## src/rtl/frame_buf_reader_if.sv

```systemverilog
// rtl/frame_buf_reader_if.sv - frame buffer read port and display output bundle
interface frame_buf_reader_if;
    logic [23:0] data_in;
    logic        rd_en_n;
    logic [23:0] pix_data;
    logic        de;
    logic        hsync;
    logic        vsync;
    logic        frame_start;
    logic        busy;

    modport master (
        input  data_in,
        output rd_en_n, pix_data, de, hsync, vsync, frame_start, busy
    );

    modport slave (
        output data_in,
        input  rd_en_n, pix_data, de, hsync, vsync, frame_start, busy
    );
endinterface

```

## src/rtl/frame_buf_reader.sv

```systemverilog
// rtl/frame_buf_reader.sv - raster scan-out controller for the frame buffer read side
module frame_buf_reader #(
    parameter int H_ACTIVE = 640,
    parameter int H_FP     = 16,
    parameter int H_SYNC   = 96,
    parameter int H_BP     = 48,
    parameter int V_ACTIVE = 480,
    parameter int V_FP     = 10,
    parameter int V_SYNC   = 2,
    parameter int V_BP     = 33,
    parameter bit HS_POL   = 1'b0,
    parameter bit VS_POL   = 1'b0
) (
    input  logic               rd_clk,
    input  logic               reset,
    input  logic               run,
    frame_buf_reader_if.master bus
);
    localparam logic [11:0] H_LAST = 12'(H_ACTIVE + H_FP + H_SYNC + H_BP - 1);
    localparam logic [11:0] V_LAST = 12'(V_ACTIVE + V_FP + V_SYNC + V_BP - 1);
    localparam logic [11:0] H_ACT  = 12'(H_ACTIVE);
    localparam logic [11:0] V_ACT  = 12'(V_ACTIVE);
    localparam logic [11:0] HS_BEG = 12'(H_ACTIVE + H_FP);
    localparam logic [11:0] HS_END = 12'(H_ACTIVE + H_FP + H_SYNC);
    localparam logic [11:0] VS_BEG = 12'(V_ACTIVE + V_FP);
    localparam logic [11:0] VS_END = 12'(V_ACTIVE + V_FP + V_SYNC);

    typedef enum logic {IDLE, SCAN} state_t;

    state_t      state, state_nxt;
    logic [11:0] h_cnt, v_cnt, h_nxt, v_nxt;
    logic        at_last;
    logic        pos_active, pos_hs, pos_vs, pos_first;

    logic        s1_valid, s1_de, s1_hs, s1_vs, s1_fs;
    logic        s2_de, s2_hs, s2_vs, s2_fs;

    always_comb begin
        state_nxt  = state;
        h_nxt      = h_cnt;
        v_nxt      = v_cnt;
        at_last    = (h_cnt == H_LAST) && (v_cnt == V_LAST);
        pos_active = (state == SCAN) && (h_cnt < H_ACT) && (v_cnt < V_ACT);
        pos_hs     = (state == SCAN) && (h_cnt >= HS_BEG) && (h_cnt < HS_END);
        pos_vs     = (state == SCAN) && (v_cnt >= VS_BEG) && (v_cnt < VS_END);
        pos_first  = (state == SCAN) && (h_cnt == 12'd0) && (v_cnt == 12'd0);

        case (state)
            IDLE: begin
                h_nxt = 12'd0;
                v_nxt = 12'd0;
                if (run) begin
                    state_nxt = SCAN;
                end
            end
            SCAN: begin
                if (h_cnt == H_LAST) begin
                    h_nxt = 12'd0;
                    v_nxt = (v_cnt == V_LAST) ? 12'd0 : v_cnt + 12'd1;
                end else begin
                    h_nxt = h_cnt + 12'd1;
                end
                // run is only honoured at the frame boundary so the buffer's read pointer stays aligned
                if (at_last && !run) begin
                    state_nxt = IDLE;
                end
            end
            default: state_nxt = IDLE;
        endcase
    end

    always_ff @(posedge rd_clk) begin
        if (reset) begin
            state <= IDLE;
            h_cnt <= 12'd0;
            v_cnt <= 12'd0;
        end else begin
            state <= state_nxt;
            h_cnt <= h_nxt;
            v_cnt <= v_nxt;
        end
    end

    // Stage 1 issues the read, stage 2 waits out the buffer latency, stage 3 registers the pixel.
    always_ff @(posedge rd_clk) begin
        if (reset) begin
            s1_valid        <= 1'b0;
            s1_de           <= 1'b0;
            s1_hs           <= 1'b0;
            s1_vs           <= 1'b0;
            s1_fs           <= 1'b0;
            s2_de           <= 1'b0;
            s2_hs           <= 1'b0;
            s2_vs           <= 1'b0;
            s2_fs           <= 1'b0;
            bus.rd_en_n     <= 1'b1;
            bus.pix_data    <= 24'd0;
            bus.de          <= 1'b0;
            bus.hsync       <= ~HS_POL;
            bus.vsync       <= ~VS_POL;
            bus.frame_start <= 1'b0;
            bus.busy        <= 1'b0;
        end else begin
            s1_valid        <= (state == SCAN);
            s1_de           <= pos_active;
            s1_hs           <= pos_hs;
            s1_vs           <= pos_vs;
            s1_fs           <= pos_first;
            bus.rd_en_n     <= ~pos_active;
            s2_de           <= s1_de;
            s2_hs           <= s1_hs;
            s2_vs           <= s1_vs;
            s2_fs           <= s1_fs;
            bus.pix_data    <= s2_de ? bus.data_in : 24'd0;
            bus.de          <= s2_de;
            bus.hsync       <= s2_hs ? HS_POL : ~HS_POL;
            bus.vsync       <= s2_vs ? VS_POL : ~VS_POL;
            bus.frame_start <= s2_fs;
            // Drops once the final position has left stage 2, i.e. 3 cycles after its counter cycle
            bus.busy        <= (state_nxt == SCAN) || (state == SCAN) || s1_valid;
        end
    end
endmodule

```

## src/flat_wrapper.sv

```systemverilog
// flat-port wrapper written by rule: the top's interface ports become plain ports
module frame_buf_reader_flat 
#(
    parameter int H_ACTIVE = 640,
    parameter int H_FP     = 16,
    parameter int H_SYNC   = 96,
    parameter int H_BP     = 48,
    parameter int V_ACTIVE = 480,
    parameter int V_FP     = 10,
    parameter int V_SYNC   = 2,
    parameter int V_BP     = 33,
    parameter bit HS_POL   = 1'b0,
    parameter bit VS_POL   = 1'b0
)
  (rd_clk, reset, run, bus_data_in, bus_rd_en_n, bus_pix_data, bus_de, bus_hsync, bus_vsync, bus_frame_start, bus_busy);
  frame_buf_reader_if bus_i ();
  input  logic rd_clk;
  input  logic reset;
  input  logic run;
  input wire logic [$bits(bus_i.data_in)-1:0] bus_data_in;
  output wire logic [$bits(bus_i.rd_en_n)-1:0] bus_rd_en_n;
  output wire logic [$bits(bus_i.pix_data)-1:0] bus_pix_data;
  output wire logic [$bits(bus_i.de)-1:0] bus_de;
  output wire logic [$bits(bus_i.hsync)-1:0] bus_hsync;
  output wire logic [$bits(bus_i.vsync)-1:0] bus_vsync;
  output wire logic [$bits(bus_i.frame_start)-1:0] bus_frame_start;
  output wire logic [$bits(bus_i.busy)-1:0] bus_busy;
  assign bus_i.data_in = bus_data_in;
  assign bus_rd_en_n = bus_i.rd_en_n;
  assign bus_pix_data = bus_i.pix_data;
  assign bus_de = bus_i.de;
  assign bus_hsync = bus_i.hsync;
  assign bus_vsync = bus_i.vsync;
  assign bus_frame_start = bus_i.frame_start;
  assign bus_busy = bus_i.busy;
  frame_buf_reader #(.H_ACTIVE(H_ACTIVE), .H_FP(H_FP), .H_SYNC(H_SYNC), .H_BP(H_BP), .V_ACTIVE(V_ACTIVE), .V_FP(V_FP), .V_SYNC(V_SYNC), .V_BP(V_BP), .HS_POL(HS_POL), .VS_POL(VS_POL)) u_core (.rd_clk(rd_clk), .reset(reset), .run(run), .bus(bus_i));
endmodule
```

## config.mk

```make
export PLATFORM = sky130hd
export DESIGN_NAME = frame_buf_reader_flat
export DESIGN_NICKNAME = d
export VERILOG_FILES = /design/src/rtl/frame_buf_reader_if.sv /design/src/rtl/frame_buf_reader.sv /design/src/flat_wrapper.sv
export SDC_FILE = /design/constraint.sdc
export NUM_CORES = 1
export LEC_CHECK = 0
export ABC_AREA = 1
export CAP_MARGIN = 0
export CORE_UTILIZATION = 30
export CTS_BUF_LIST = sky130_fd_sc_hd__clkbuf_8
export DETAILED_ROUTE_END_ITERATION = 10
export PLACE_DENSITY = 0.5
export SYNTH_ARGS = -nofsm -noshare
export SYNTH_HDL_FRONTEND = slang
export SYNTH_SLANG_ARGS = --single-unit
```

## constraint.sdc

```tcl
create_clock -name rd_clk -period 1.8 [get_ports rd_clk]
set_clock_uncertainty 0.05 [all_clocks]
set_input_delay 0.27 -clock rd_clk [delete_from_list [all_inputs] [get_ports rd_clk]]
set_output_delay 0.27 -clock rd_clk [all_outputs]
set_load 0.02 [all_outputs]
```

==> results.md, run 1 <==
* Syn_nets at 362
* Compound-Gate Fraction of Synth Area at 3.95%
* Layout cells sized above 1 at ~7.7%
* Port-buffer cells at 56
* Yosys warnings at 0
* Max-cap violations at 0
* Clock-pin slew on the worst setup and hold paths at 0.07 ns
* # fillers at 814
* Post-layout util at 43.3%
* Post-CTS Setup Bufs at 0
* Cell taking the most area after synthesis: dfxtp_1
* Arrival @ worst endpoint at 1.25 ns
* Initial DRC Count at 80
* Max incr delay on CP at about 0.6 ns
* Vias/cell at roughly 4.2
* Clk pwr share at 42.1%
* Max-slew violation count at 0
* Routed length per placed instance at ~11 um
* Router iterations before antenna repair at 4
* CTS Hold Bufs at 0
* Grt ovf at 0
* Top Ports at between 50 and 60
* Post-Synth Adder-Cell Area at 2.00%
* Synth Area in Simple Gates at 29.5%
* XOR/XNOR share of the synthesized area at 2.10%
* Yosys top cell area share at between 50% and 60%
* Family with the most delay on the worst path: buffers and inverters
* Fin cells at 505
* Fmax at 637 MHz
* Outcome: complete, no violations
* LEAKAGE at 1.46 nW
* CTS H-tree lvls at 3
* Initial antenna violation count at 0
* Slew margin rel. at 71.7%
* Post-Syn Instances at 331
* HP Class: register to register
* Vias in the first global route at 1,928
* Sequential power share at 49.3%
* Detailed Place HPWL at between 4 and 5 mm
* CTS Buf Count at 9
* CTS tree: yes
* Unrepaired setup endpoints after global routing: no
* Final Cycle Share at 87.2%
* Synth Area per Inst at 7.55 um^2
* Die H at a little over 90 um
* Setup slack at placement at 0.197 ns
* Post-DRT Antenna Nets at 0
* Top Layer Used: met4
* Worst vdd ir at 0.312 mV
* Gr usage total at about 14%
* Die width at 93.3 um
* Synthesis-to-layout area growth at 36.6%
* CP Cell Sequence: clkdlybuf4s50_1
* Critical path type: register to primary output
* CP max stage cell: clkdlybuf4s50_1
* Placed Instances at roughly 490
* GP Congestion at 0.831
* Register area share after synthesis at 51.3%
* Most flops, register: u_core.bus.pix_data
* Core area at just under 8000 um^2
* Final hold violations at 0
* Largest register FFs at 24
* Initial Util at approximately a third
* Die area at 8700 um^2
* CP Launch Type: register
* Metal2 WL at 2.49 mm
* Pwr Total at 2.99 mW
* Endpoint type of the worst setup path: primary output
* Final WS setup at approximately 0.23 ns
* Met3 Wirelength at 325 um
* Sw Share at 23.3%
* Final min period at 1.57 ns
* Worst-skew pair later-pin latency at 0.33 ns
* # nets final at 429
* Post-synthesis mux area share at 0%
* Yosys reg bits at 64
* M1 wire length at 2.59 mm
* CTS Root Cell: clkbuf_8
* Top cells by area, synth: dfxtp_1 51%, inv_1 9.8%, nor2_1 9.3%
* CP required at 1.48 ns
* Largest regs: u_core.bus.pix_data (24), u_core.h_cnt (12), u_core.v_cnt (12)
* DRC viols at 0
* Number of core rows at 32
* # setup viols final at 0
* Vias at 2,107
* Largest net degree at the start of global routing at 26
* Max Root-Sink Buffers at 2
* Critical path peak fanout at 1
* Internal power at 2.30 mW
* Clk sink count at 64
* Routed WL at 5.48 mm
* WP buf/inv at 1
* Comb pwr share at 8.6%
* PwrDens at 876 nW/um^2
* # diodes at 0
* Post-cts gate resize count at 0
* Final setup TNS at 0 ns
* Number of distinct library cells after synthesis at 25
* Switching power at 0.698 mW
* Mapped cell area at 2500 um^2
* Largest family of logic cells by synthesized area: simple AND/OR/NAND/NOR gates
* Worst-Margin Slew at ~0.42 ns
* First-pass GRT wire length at ~9 mm
==> final cells by class <==
class                   count  area, um^2  share of cell area, %
repair buffers             61         611                   17.9
multi-input cells         195         938                   27.5
well taps                 102         128                   3.74
inverters                  67         251                   7.36
clock buffers              11         151                   4.43
flip-flops and latches     64        1280                   37.5
clock inverters             5        55.1                   1.61
==> cells by family after synthesis <==
family	Yosys count
and+or+nand+nor	166
DFF	64
adders and majority gates	4
buffers and inverters	72
xor gates and xnor gates	6
AOI/OAI and AO/OA	19
==> cells in the mapped netlist <==
master	instances
o21ai_0	4
nor2_2	2
dfxtp_1	64
nor2_4	1
clkbuf_1	2
inv_1	65
nand2_1	59
xor2_1	6
nor4_1	2
nand3_2	1
nand2_2	2
o22ai_1	3
nand3_1	21
nand3_4	1
nand2_4	1
a21oi_1	12
inv_2	2
buf_2	2
buf_6	1
nor2_1	62
nand4_1	6
nor3_1	5
nor4_2	1
ha_1	4
nor3b_1	2
==> per-stage QoR <==
stage	area [um^2]	hold slack, ns
6_report	3420	0.323
5_1_grt	3420	0.339
4_1_cts	3420	0.328
3_5_place_dp	3210	0.312
3_3_place_gp	3210	0.316
2_1_floorplan	2500	0.301
==> power by group through the flow <==
stage                     sequential [mW]  clock [mW]  combinational (mW)
after CTS                            1.48        1.31               0.260
after global routing                 1.48        1.37               0.283
after detailed placement             1.51           0               0.259
after floorplan                      1.53           0              0.0970
after global placement               1.51           0               0.257
final                                1.48        1.26               0.256
==> routing by layer <==
| metal | GRT usage [%] | vias up |
|---|---|---|
| met2 | 21.6 | 54 |
| met3 | 3.25 | 6 |
| li1 | - | 1142 |
| met4 | 6.54 | 0 |
| met5 | 0 | - |
| met1 | 17.0 | 905 |
==> path summary, 6_finish.rpt <==
kind | start | to | slack [ns] | cells after the start
setup reg to reg | u_core.h_cnt[0]$_SDFF_PP0_ | u_core.v_cnt[2]$_SDFFE_PP0P_ | 0.26 | 9
hold / removal | u_core.s2_vs$_SDFF_PP0_ | u_core.bus.vsync$_SDFF_PP1_ | 0.32 | 1
hold reg to reg | u_core.s2_vs$_SDFF_PP0_ | u_core.bus.vsync$_SDFF_PP1_ | 0.32 | 1
setup / recovery | u_core.bus.pix_data[9]$_SDFF_PP0_ | bus_pix_data[9] | 0.23 | 1
==> cells in the final DEF, fill, tap and decap left out <==
cell and instances:
xor2_1 6, inv_2 2, nand2_4 1, o21ai_0 4, nand3_1 21, ha_1 4, nor3b_1 2, inv_6 1
buf_4 4, clkdlybuf4s50_1 56, nor4_2 1, a21oi_1 12, nand3_2 1, nor2_1 62, nor4_1 2, clkbuf_8 11
nand4_1 6, bufinv_16 1, nand2_2 2, dfxtp_1 64, inv_1 66, clkinv_2 1, nand2_1 59, o22ai_1 3
nor3_1 5, nand3_4 1, clkinvlp_4 1, nor2_4 1, nor2_2 2, buf_12 1
Note: power is estimated with default switching activity, not from simulation.
==> run 2, diff against run 1 <==
--- a/config.mk
+++ b/config.mk
@@ -7,10 +7,10 @@
 export LEC_CHECK = 0
 export ABC_AREA = 1
 export CAP_MARGIN = 0
-export CORE_UTILIZATION = 30
+export CORE_UTILIZATION = 51
 export CTS_BUF_LIST = sky130_fd_sc_hd__clkbuf_8
 export DETAILED_ROUTE_END_ITERATION = 10
-export PLACE_DENSITY = 0.5
+export PLACE_DENSITY = 0.79
 export SYNTH_ARGS = -nofsm -noshare
 export SYNTH_HDL_FRONTEND = slang
 export SYNTH_SLANG_ARGS = --single-unit
==> results.md, run 2 (synthesis gave the netlist of run 1 again) <==
* Outcome: complete, no violations
* Worst-skew pair later-pin latency at 0.32 ns
* Post-DRT Antenna Nets at 0
* Initial Util at 52.9%
* Final Cycle Share at 91.8%
* Vias at 2,179
* Internal power at 2.47 mW
* Arrival @ worst endpoint at 1.82 ns
* Comb pwr share at under 10%
* GP Congestion at a little over 0.9
* Die area at 5190 um^2
* Number of core rows at 25
* Initial antenna violation count at 0
* Critical path type: register to register
* Switching power at 0.683 mW
* Routed WL at 5.19 mm
* Max-cap violations at 0
* CTS Buf Count at 9
* Post-layout util at between 70% and 80%
* Clock-pin slew on the worst setup and hold paths at 0.07 ns
* CTS tree: yes
* Sequential power share at a little under half
* Cell area after layout at about 3400 um^2
* Vias/cell at 4.64
* Detailed Place HPWL at about 3.8 mm
* LEAKAGE at 1.46 nW
* First-pass GRT wire length at roughly 8.6 mm
* Critical path peak fanout at 9
* Final hold violations at 0
* Core area at 4720 um^2
* CP max stage cell: dfxtp_1
* CTS H-tree lvls at 3
* Synthesis-to-layout area growth at 35.9%
* Die H at 72.0 um
* PwrDens at between 900 and 1000 nW/um^2
* Router iterations before antenna repair at 5
* Largest regs: u_core.bus.pix_data (24), u_core.h_cnt (12), u_core.v_cnt (12)
* Worst vdd ir at 0.668 mV
* Clk pwr share at 45.3%
* Leading cell type in the layout, fill and taps excluded: inv_1
* Most flops, register: u_core.bus.pix_data
* Routed length per placed instance at 11.1 um
* CP required at 1.96 ns
* Die width at about 72 um
* Max-slew violation count at 0
* Vias in the first global route at 1,944
* Port-buffer cells at 56
* Layout cells sized above 1 at 7.94%
* Worst-Margin Slew at 0.390 ns
* Initial DRC Count at 174
* DP Area at 3150 um^2
* # diodes at 0
* HP Class: register to register
* Slew margin rel. at 73.8%
* DRC viols at 0
* Endpoint type of the worst setup path: register
* CP Launch Type: register
* Max incr delay on CP at 0.38 ns
* Sw Share at 21.6%
* CTS Root Cell: clkbuf_8
* Crit path top cell by count: nand2_1
* Top Ports at 57
* Fmax at 605 MHz
* Clk sink count at 64
* Largest register FFs at 24
* CP Cell Sequence: ha_1 > nand2_1 > nor2_4 > nand3_4 > nand3_2 > nand2_1 > inv_1 > nor2_1
* # setup viols final at 0
* Final min period at 1.65 ns
* Post-cts gate resize count at 0
* CTS Hold Bufs at 0
* Grt ovf at 0
* Max Root-Sink Buffers at 2
* Largest net degree at the start of global routing at 26
* Post-CTS Setup Bufs at 0
* Gr usage total at 21.4%
* Most frequent cells in the layout: 65 x inv_1, 64 x dfxtp_1, 62 x nor2_1
* # nets final at 429
-- run 2: metal layers --
metal | share of wire, % | GRT usage [%] | vias to the layer above
met5 | 0 | 0 | -
met4 | 1.3 | 9.80 | 0
met3 | 4.3 | 4.44 | 8
met2 | 49 | 34.7 | 73
li1 | - | - | 1136
met1 | 45 | 27.5 | 962
-- run 2: path summary, 6_finish.rpt --
check                                                start                           end  slack [ns]  depth (start not counted)
worst max-delay path            u_core.h_cnt[0]$_SDFF_PP0_  u_core.v_cnt[0]$_SDFFE_PP0P_        0.15                          8
worst min-delay path               u_core.s2_vs$_SDFF_PP0_   u_core.bus.vsync$_SDFF_PP1_        0.32                          1
worst max register to register  u_core.h_cnt[0]$_SDFF_PP0_  u_core.v_cnt[0]$_SDFFE_PP0P_        0.15                          8
worst min register to register     u_core.s2_vs$_SDFF_PP0_   u_core.bus.vsync$_SDFF_PP1_        0.32                          1
-- run 2: metrics by stage --
stage / setup WS [ns] / power (mW) / hold slack (ns) / std cells / TNS (ns)
4_1_cts: 0.126 / 3.19 / 0.319 / 470 / 0
5_1_grt: -0.00475 / 3.29 / 0.316 / 470 / -0.00596
2_1_floorplan: 0.400 / 1.63 / 0.301 / 331 / 0
6_report: 0.148 / 3.16 / 0.316 / 470 / 0
3_5_place_dp: 0.125 / 1.76 / 0.308 / 454 / 0
3_3_place_gp: 0.227 / 1.75 / 0.304 / 454 / 0
-- run 2: area by class of cell --
| cell class | count | area, um^2 |
|---|---|---|
| Tap cell | 67 | 83.8 |
| Clock buffer | 12 | 165 |
| Inverter | 67 | 251 |
| Multi-Input combinational cell | 195 | 943 |
| Sequential cell | 64 | 1280 |
| Fill cell | 378 | 1330 |
| Timing Repair Buffer | 61 | 598 |
| Clock inverter | 4 | 75.1 |
-- run 2: worst max-delay path: cells and delay by family (launching register included) --
family | cells | cell delay, ns
simple gates | 6 | 0.79
flops | 1 | 0.38
fa+ha+maj | 1 | 0.20
buf+inv | 1 | 0.13
-- run 2: power groups by stage --
| stage | combinational, mW | clock (mW) | sequential, mW |
|---|---|---|---|
| 2_1_floorplan | 0.0970 | 0 | 1.53 |
| 3_3_place_gp | 0.246 | 0 | 1.51 |
| 3_5_place_dp | 0.250 | 0 | 1.51 |
| 4_1_cts | 0.252 | 1.46 | 1.47 |
| 5_1_grt | 0.278 | 1.53 | 1.48 |
| 6_report | 0.251 | 1.43 | 1.47 |
